--- src/rtl/clint_ctrl.sv ---
// Core-local interrupt/trap controller: sequences mepc/mstatus/mcause writes and redirects the pipeline.
// Optional build macro CLINT_VECTORED_EN enables vectored redirect for asynchronous traps.
module clint_ctrl #(
   parameter logic [63:0] INT_CAUSE    = 64'h8000_0000_0000_0007,
   parameter logic [63:0] ECALL_CAUSE  = 64'd11,
   parameter logic [63:0] EBREAK_CAUSE = 64'd3
) (
   input  logic        clk,
   input  logic        rst_n,
   input  logic [31:0] inst_i,
   input  logic [63:0] inst_addr_i,
   input  logic        jump_flag_i,
   input  logic [63:0] jump_addr_i,
   input  logic [7:0]  int_flag_i,
   input  logic [63:0] csr_mtvec_i,
   input  logic [63:0] csr_mepc_i,
   input  logic [63:0] csr_mstatus_i,
   input  logic        global_int_en_i,
   output logic        clint_we_o,
   output logic [63:0] clint_waddr_o,
   output logic [63:0] clint_data_o,
   output logic        hold_flag_o,
   output logic        int_assert_o,
   output logic [63:0] int_addr_o
);

   localparam logic [31:0] INST_ECALL  = 32'h0000_0073;
   localparam logic [31:0] INST_EBREAK = 32'h0010_0073;
   localparam logic [31:0] INST_MRET   = 32'h3020_0073;
   localparam logic [63:0] ADDR_MSTATUS = 64'h300;
   localparam logic [63:0] ADDR_MEPC    = 64'h341;
   localparam logic [63:0] ADDR_MCAUSE  = 64'h342;

   typedef enum logic [2:0] {
      S_IDLE, S_MEPC, S_MSTATUS, S_MCAUSE, S_ASSERT, S_MRET_ST, S_MRET_AS
   } state_t;

   state_t      state;
   logic [63:0] cause_q;
   logic        is_ecall, is_ebreak, is_mret, is_sync, is_async, req;
   logic [63:0] trap_mstatus, mret_mstatus, async_pc, trap_target;

   assign is_ecall  = (inst_i == INST_ECALL);
   assign is_ebreak = (inst_i == INST_EBREAK);
   assign is_mret   = (inst_i == INST_MRET);
   assign is_sync   = is_ecall | is_ebreak;
   assign is_async  = (|int_flag_i) & global_int_en_i;
   assign req       = is_sync | is_mret | is_async;

   // Interrupts taken while EX redirects must return to the redirect target.
   assign async_pc = jump_flag_i ? jump_addr_i : inst_addr_i;

   always_comb begin
      trap_mstatus    = csr_mstatus_i;
      trap_mstatus[7] = csr_mstatus_i[3];
      trap_mstatus[3] = 1'b0;
      mret_mstatus    = csr_mstatus_i;
      mret_mstatus[3] = csr_mstatus_i[7];
      mret_mstatus[7] = 1'b1;
   end

`ifdef CLINT_VECTORED_EN
   logic async_q;

   always_comb begin
      trap_target = {csr_mtvec_i[63:2], 2'b00};
      if (async_q && csr_mtvec_i[1:0] == 2'b01)
         trap_target = {csr_mtvec_i[63:2], 2'b00} + {cause_q[61:0], 2'b00};
   end
`else
   assign trap_target = csr_mtvec_i;
`endif

   // Hold asserts combinationally in the detection cycle, then follows the FSM.
   assign hold_flag_o = rst_n & ((state != S_IDLE) | req);

   always_ff @(posedge clk or negedge rst_n) begin
      if (!rst_n) begin
         state         <= S_IDLE;
         cause_q       <= '0;
         clint_we_o    <= 1'b0;
         clint_waddr_o <= '0;
         clint_data_o  <= '0;
         int_assert_o  <= 1'b0;
         int_addr_o    <= '0;
`ifdef CLINT_VECTORED_EN
         async_q       <= 1'b0;
`endif
      end else begin
         clint_we_o    <= 1'b0;
         clint_waddr_o <= '0;
         clint_data_o  <= '0;
         int_assert_o  <= 1'b0;
         int_addr_o    <= '0;
         case (state)
            S_IDLE: begin
               if (is_sync) begin
                  state         <= S_MEPC;
                  cause_q       <= is_ecall ? ECALL_CAUSE : EBREAK_CAUSE;
                  clint_we_o    <= 1'b1;
                  clint_waddr_o <= ADDR_MEPC;
                  clint_data_o  <= inst_addr_i;
`ifdef CLINT_VECTORED_EN
                  async_q       <= 1'b0;
`endif
               end else if (is_mret) begin
                  state         <= S_MRET_ST;
                  clint_we_o    <= 1'b1;
                  clint_waddr_o <= ADDR_MSTATUS;
                  clint_data_o  <= mret_mstatus;
               end else if (is_async) begin
                  state         <= S_MEPC;
                  cause_q       <= INT_CAUSE;
                  clint_we_o    <= 1'b1;
                  clint_waddr_o <= ADDR_MEPC;
                  clint_data_o  <= async_pc;
`ifdef CLINT_VECTORED_EN
                  async_q       <= 1'b1;
`endif
               end
            end
            S_MEPC: begin
               state         <= S_MSTATUS;
               clint_we_o    <= 1'b1;
               clint_waddr_o <= ADDR_MSTATUS;
               clint_data_o  <= trap_mstatus;
            end
            S_MSTATUS: begin
               state         <= S_MCAUSE;
               clint_we_o    <= 1'b1;
               clint_waddr_o <= ADDR_MCAUSE;
               clint_data_o  <= cause_q;
            end
            S_MCAUSE: begin
               state        <= S_ASSERT;
               int_assert_o <= 1'b1;
               int_addr_o   <= trap_target;
            end
            S_MRET_ST: begin
               state        <= S_MRET_AS;
               int_assert_o <= 1'b1;
               int_addr_o   <= csr_mepc_i;
            end
            default: state <= S_IDLE;
         endcase
      end
   end

endmodule

--- config.mk ---
export PLATFORM = sky130hd
export DESIGN_NAME = clint_ctrl
export DESIGN_NICKNAME = d
export VERILOG_FILES = /design/src/rtl/clint_ctrl.sv
export SDC_FILE = /design/constraint.sdc
export NUM_CORES = 1
export LEC_CHECK = 0
export ABC_AREA = 1
export CAP_MARGIN = 20
export CORE_AREA = 2 2 214 216
export CTS_BUF_LIST = sky130_fd_sc_hd__clkbuf_2
export DETAILED_ROUTE_END_ITERATION = 6
export DIE_AREA = 0 0 216 218
export MAX_ROUTING_LAYER = met4
export PLACE_DENSITY = 0.61
export SYNTH_ARGS = -nofsm -noshare
export SYNTH_HDL_FRONTEND = slang
export SYNTH_SLANG_ARGS = --single-unit
--- constraint.sdc ---
create_clock -name clk -period 4 [get_ports clk]
set_input_delay 0.8 -clock clk [delete_from_list [all_inputs] [get_ports clk]]
set_output_delay 0.8 -clock clk [all_outputs]
set_load 0.05 [all_outputs]
==> flow_metrics.py <==
metrics = {
    "outcome": {
        "run_status": "completed",
    },
    "clock_network": {
        "worst_skew_pair.late_latency_ps": 970,
        "clock-root-buffer": "sky130_fd_sc_hd__clkbuf_2",
        "holdBufCountCts": 1,
        "post_cts_resized": 0,
        "clock_sink_count": 140,
        "cts_tree": "yes",
        "max-clock-path-buffers": 2,
        "post_cts_buffers": 0,
        "max_h_tree_level": 4,
        "cts_inserted_buffers": 17,
        "clk_transition_reported_paths_ps": 260,
    },
    "placed_design": {
        "port-buffer-count": 499,
        "worst_slack_at_placement_ps": 687.9,
        "gp_congestion": 0.9498,
        "detailed_place_hpwl_mm": 34.39,
    },
    "flow_run": {
        "max_cap_viol_count": 0,
    },
    "sta": {
        "finalCritPeriodShare_pct": 82.18,
        "finalHoldViolations": 0,
        "fin_skew_ps": 58.51,
        "finalSetupViolations": 0,
        "grt_setup_unrepaired": "false",
        "worst_slew_margin_rel_pct": 29.31,
        "max_slew.worst_pin.slew_ps": 1058,
        "holdWs_ps": 281.9,
        "period_minus_slack_ps": 3287,
        "report.final.slew_viol_count": 0,
        "maxClockFrequency_mhz": 304.2,
        "timing.setup.tns_ps": 0,
        "setup_slack_of_the_critical_path_after_layout_ps": 712.7,
    },
    "die": {
        "dieWidth_microns": 216,
        "boundaryPins": 559,
        "dieArea_sq_um": 47090,
        "initial_core_util_pct": 20.48,
        "core_area_sq_um": 44890,
        "die_y_microns": 218,
        "rows": 78,
    },
    "synthesis": {
        "post-synth-top-area-cell": "sky130_fd_sc_hd__dfrtp_1",
        "syn-instance-count": 1444,
        "yosys.area.top_type_share_pct": 38.11,
        "synth.top_cells.by_area": "sky130_fd_sc_hd__dfrtp_1 38%, sky130_fd_sc_hd__nand2_1 25%, sky130_fd_sc_hd__nand3_1 14%",
        "number_of_storage_elements_in_the_synthesis_netlist": 140,
        "ys_seq_area_share_pct": 38.11,
        "synthesis.yosys.warnings": 0,
        "syn-mean-instance-area_sq_um": 6.367,
        "count_of_cell_types_in_the_netlist": 25,
        "synth.cell_area_sq_um": 9194,
    },
    "final_layout": {
        "syn2layout_area_growth_pct": 60.82,
        "final_common_cell": "sky130_fd_sc_hd__nand2_1",
        "post-route-util_pct": 32.93,
        "post_route_cells_drive_above_1_share_pct": 3.834,
        "final_net_count": 2255,
        "final_cell_mix": "600 x sky130_fd_sc_hd__nand2_1, 495 x sky130_fd_sc_hd__clkdlybuf4s50_1, 248 x sky130_fd_sc_hd__nand3_1, 161 x sky130_fd_sc_hd__inv_1, 139 x sky130_fd_sc_hd__dfrtp_1",
        "fillers": 4907,
    },
    "setup_path": {
        "critPathMaxFanout": 3,
        "endpoint": "hold_flag_o",
        "critical_register_to_register_path_endpoint": "clint_data_o[2]$_DFF_PN0_",
        "setup.reg_to_reg.worst_slack_ps": 1410,
        "rr_worst_depth": 6,
        "worstSetupEndpointType": "output pin",
        "criticalPathCategory": "input port to output pin",
        "critical_path.reg2reg.startpoint": "state[0]$_DFFE_PN0P_",
        "worst_setup_path_startpoint": "inst_i[16]",
        "cp-start-kind": "input port",
        "worst-endpoint-arrival_ps": 2490,
        "required_ps": 3200,
    },
    "route": {
        "drt-total-wl_mm": 45.75,
        "antenna_violating_nets_post_route": 0,
        "route.detailed.wl_per_inst_microns": 18.18,
        "post_drt_via_cell_ratio": 4.326,
        "vias": 10890,
        "dr.pass1.iters": 5,
        "post-route-drc-count": 0,
        "dr.first_iter.drc_count": 693,
    },
    "grt": {
        "number_of_global_route_vias_before_repair": 10500,
        "global_route.overflow_total": 0,
        "largest_net_degree_at_the_start_of_global_routing": 68,
        "track_usage_pct": 19.45,
        "first_pass_grt_wire_length_mm": 65.69,
        "grt_antenna_before_repair": 13,
    },
    "pwr": {
        "power_switching_share_pct": 54.46,
        "power.sequential.fraction_pct": 27.1,
        "combinationalPowerShare_pct": 61.3,
        "cell_area_power_density_nw_per_um2": 515.7,
        "net-switching-power_uw": 4152,
        "peakVddDrop_uv": 471.5,
        "cell_internal_pwr_uw": 3472,
        "power_leakage_uw": 0.007530,
        "pwr-share-clk_pct": 11.6,
    },
    "min_path": {
        "holdCritPathClass": "input port to async pin",
    },
}
-- per-stage QoR --
step,power (uW),instances,cell area (sq um)
after CTS,7734,2504,14750
after global routing,8016,2517,14790
after floorplan,4838,1502,9412
after global placement,6795,2471,14530
after detailed placement,6794,2471,14530
final,7624,2517,14790
-- worst min path at each step --
| stage | to | slack [ps] | cells after the start |
|---|---|---|---|
| after CTS | int_addr_o[52]$_DFF_PN0_ | 70 | 2 |
| after detailed placement | cause_q[1]$_DFFE_PN0P_ | 440 | 2 |
| after global routing | int_addr_o[52]$_DFF_PN0_ | 180 | 2 |
| after global placement | cause_q[1]$_DFFE_PN0P_ | 440 | 2 |
| after floorplan | cause_q[1]$_DFFE_PN0P_ | 420 | 2 |
| final | int_addr_o[52]$_DFF_PN0_ | 280 | 2 |
-- kinds of logic (layout without fill, tap and decap cells) --
logic type / count (synthesis) / in the layout / share of synthesized area (%)
and+or+nand+nor: 907 / 907 / 40.84
AOI/OAI and AO/OA: 79 / 79 / 4.505
buffers and inverters: 313 / 715 / 16.07
other: 1 / 72 / 0.04079
DFF: 140 / 140 / 38.11
muxes: 4 / 4 / 0.4355
-- sequential cells by signal, summed over array words and instances (netlist names) --
signal and count:
cause_q 3, clint_data_o 64, clint_waddr_o 4, clint_we_o 1, int_addr_o 64, int_assert_o 1, state 3
-- critical path, stage by stage --
cell and delay [ps]:
sky130_fd_sc_hd__clkdlybuf4s50_1 420, sky130_fd_sc_hd__inv_1 60, sky130_fd_sc_hd__nand2_1 40, sky130_fd_sc_hd__nor2_1 200, sky130_fd_sc_hd__nand3_1 110, sky130_fd_sc_hd__nor2_1 200, sky130_fd_sc_hd__nand2_4 80, sky130_fd_sc_hd__nand3_1 100
sky130_fd_sc_hd__nor2_1 70, sky130_fd_sc_hd__nor2_1 220, sky130_fd_sc_hd__buf_12 180
-- power by group through the flow --
| stage | clock [uW] | sequential, uW | combinational, uW |
|---|---|---|---|
| 4_1_cts | 948 | 2080 | 4710 |
| 3_3_place_gp | 0 | 2100 | 4690 |
| 5_1_grt | 985 | 2100 | 4930 |
| 3_5_place_dp | 0 | 2100 | 4690 |
| 2_1_floorplan | 0 | 3630 | 1210 |
| 6_report | 881 | 2070 | 4670 |
-- final cells by class --
type / count / area, sq um / share of cell area, %
multi-input cells: 1049 / 4473 / 30.25
repair buffers: 521 / 5204 / 35.20
well taps: 600 / 750.7 / 5.077
flip-flops and latches: 140 / 3505 / 23.70
clock buffers: 17 / 85.08 / 0.5754
diodes: 13 / 32.53 / 0.2200
clock inverters: 15 / 127.6 / 0.8632
inverters: 162 / 608.1 / 4.113
-- cell usage after synthesis --
master,n
sky130_fd_sc_hd__nor2_4,2
sky130_fd_sc_hd__o21bai_1,2
sky130_fd_sc_hd__dfrtp_1,140
sky130_fd_sc_hd__o21ai_0,65
sky130_fd_sc_hd__nor2_2,4
sky130_fd_sc_hd__nand2_4,1
sky130_fd_sc_hd__a21oi_1,6
sky130_fd_sc_hd__clkbuf_1,51
sky130_fd_sc_hd__mux2i_1,4
sky130_fd_sc_hd__conb_1,1
sky130_fd_sc_hd__buf_2,23
sky130_fd_sc_hd__o21ai_1,1
sky130_fd_sc_hd__clkinv_1,1
sky130_fd_sc_hd__buf_1,10
sky130_fd_sc_hd__inv_1,161
sky130_fd_sc_hd__nor3_1,1
sky130_fd_sc_hd__buf_6,6
sky130_fd_sc_hd__nand2_2,1
sky130_fd_sc_hd__nand2_1,601
sky130_fd_sc_hd__nor2_1,47
sky130_fd_sc_hd__nand3_1,249
sky130_fd_sc_hd__nand4_1,1
sky130_fd_sc_hd__o211ai_1,4
sky130_fd_sc_hd__a21oi_2,1
sky130_fd_sc_hd__buf_4,61
-- routing by layer --
layer	global-route usage (%)	vias to the layer above	wire length, microns	share of wire (%)
met2	33.82	536	23320	51
met3	5.091	71	3437	7.5
li1	-	5237	-	-
met4	9.543	0	1740	3.8
met5	-	-	0	0
met1	20.52	5044	17240	38
Power figures use the tool's default switching activity.
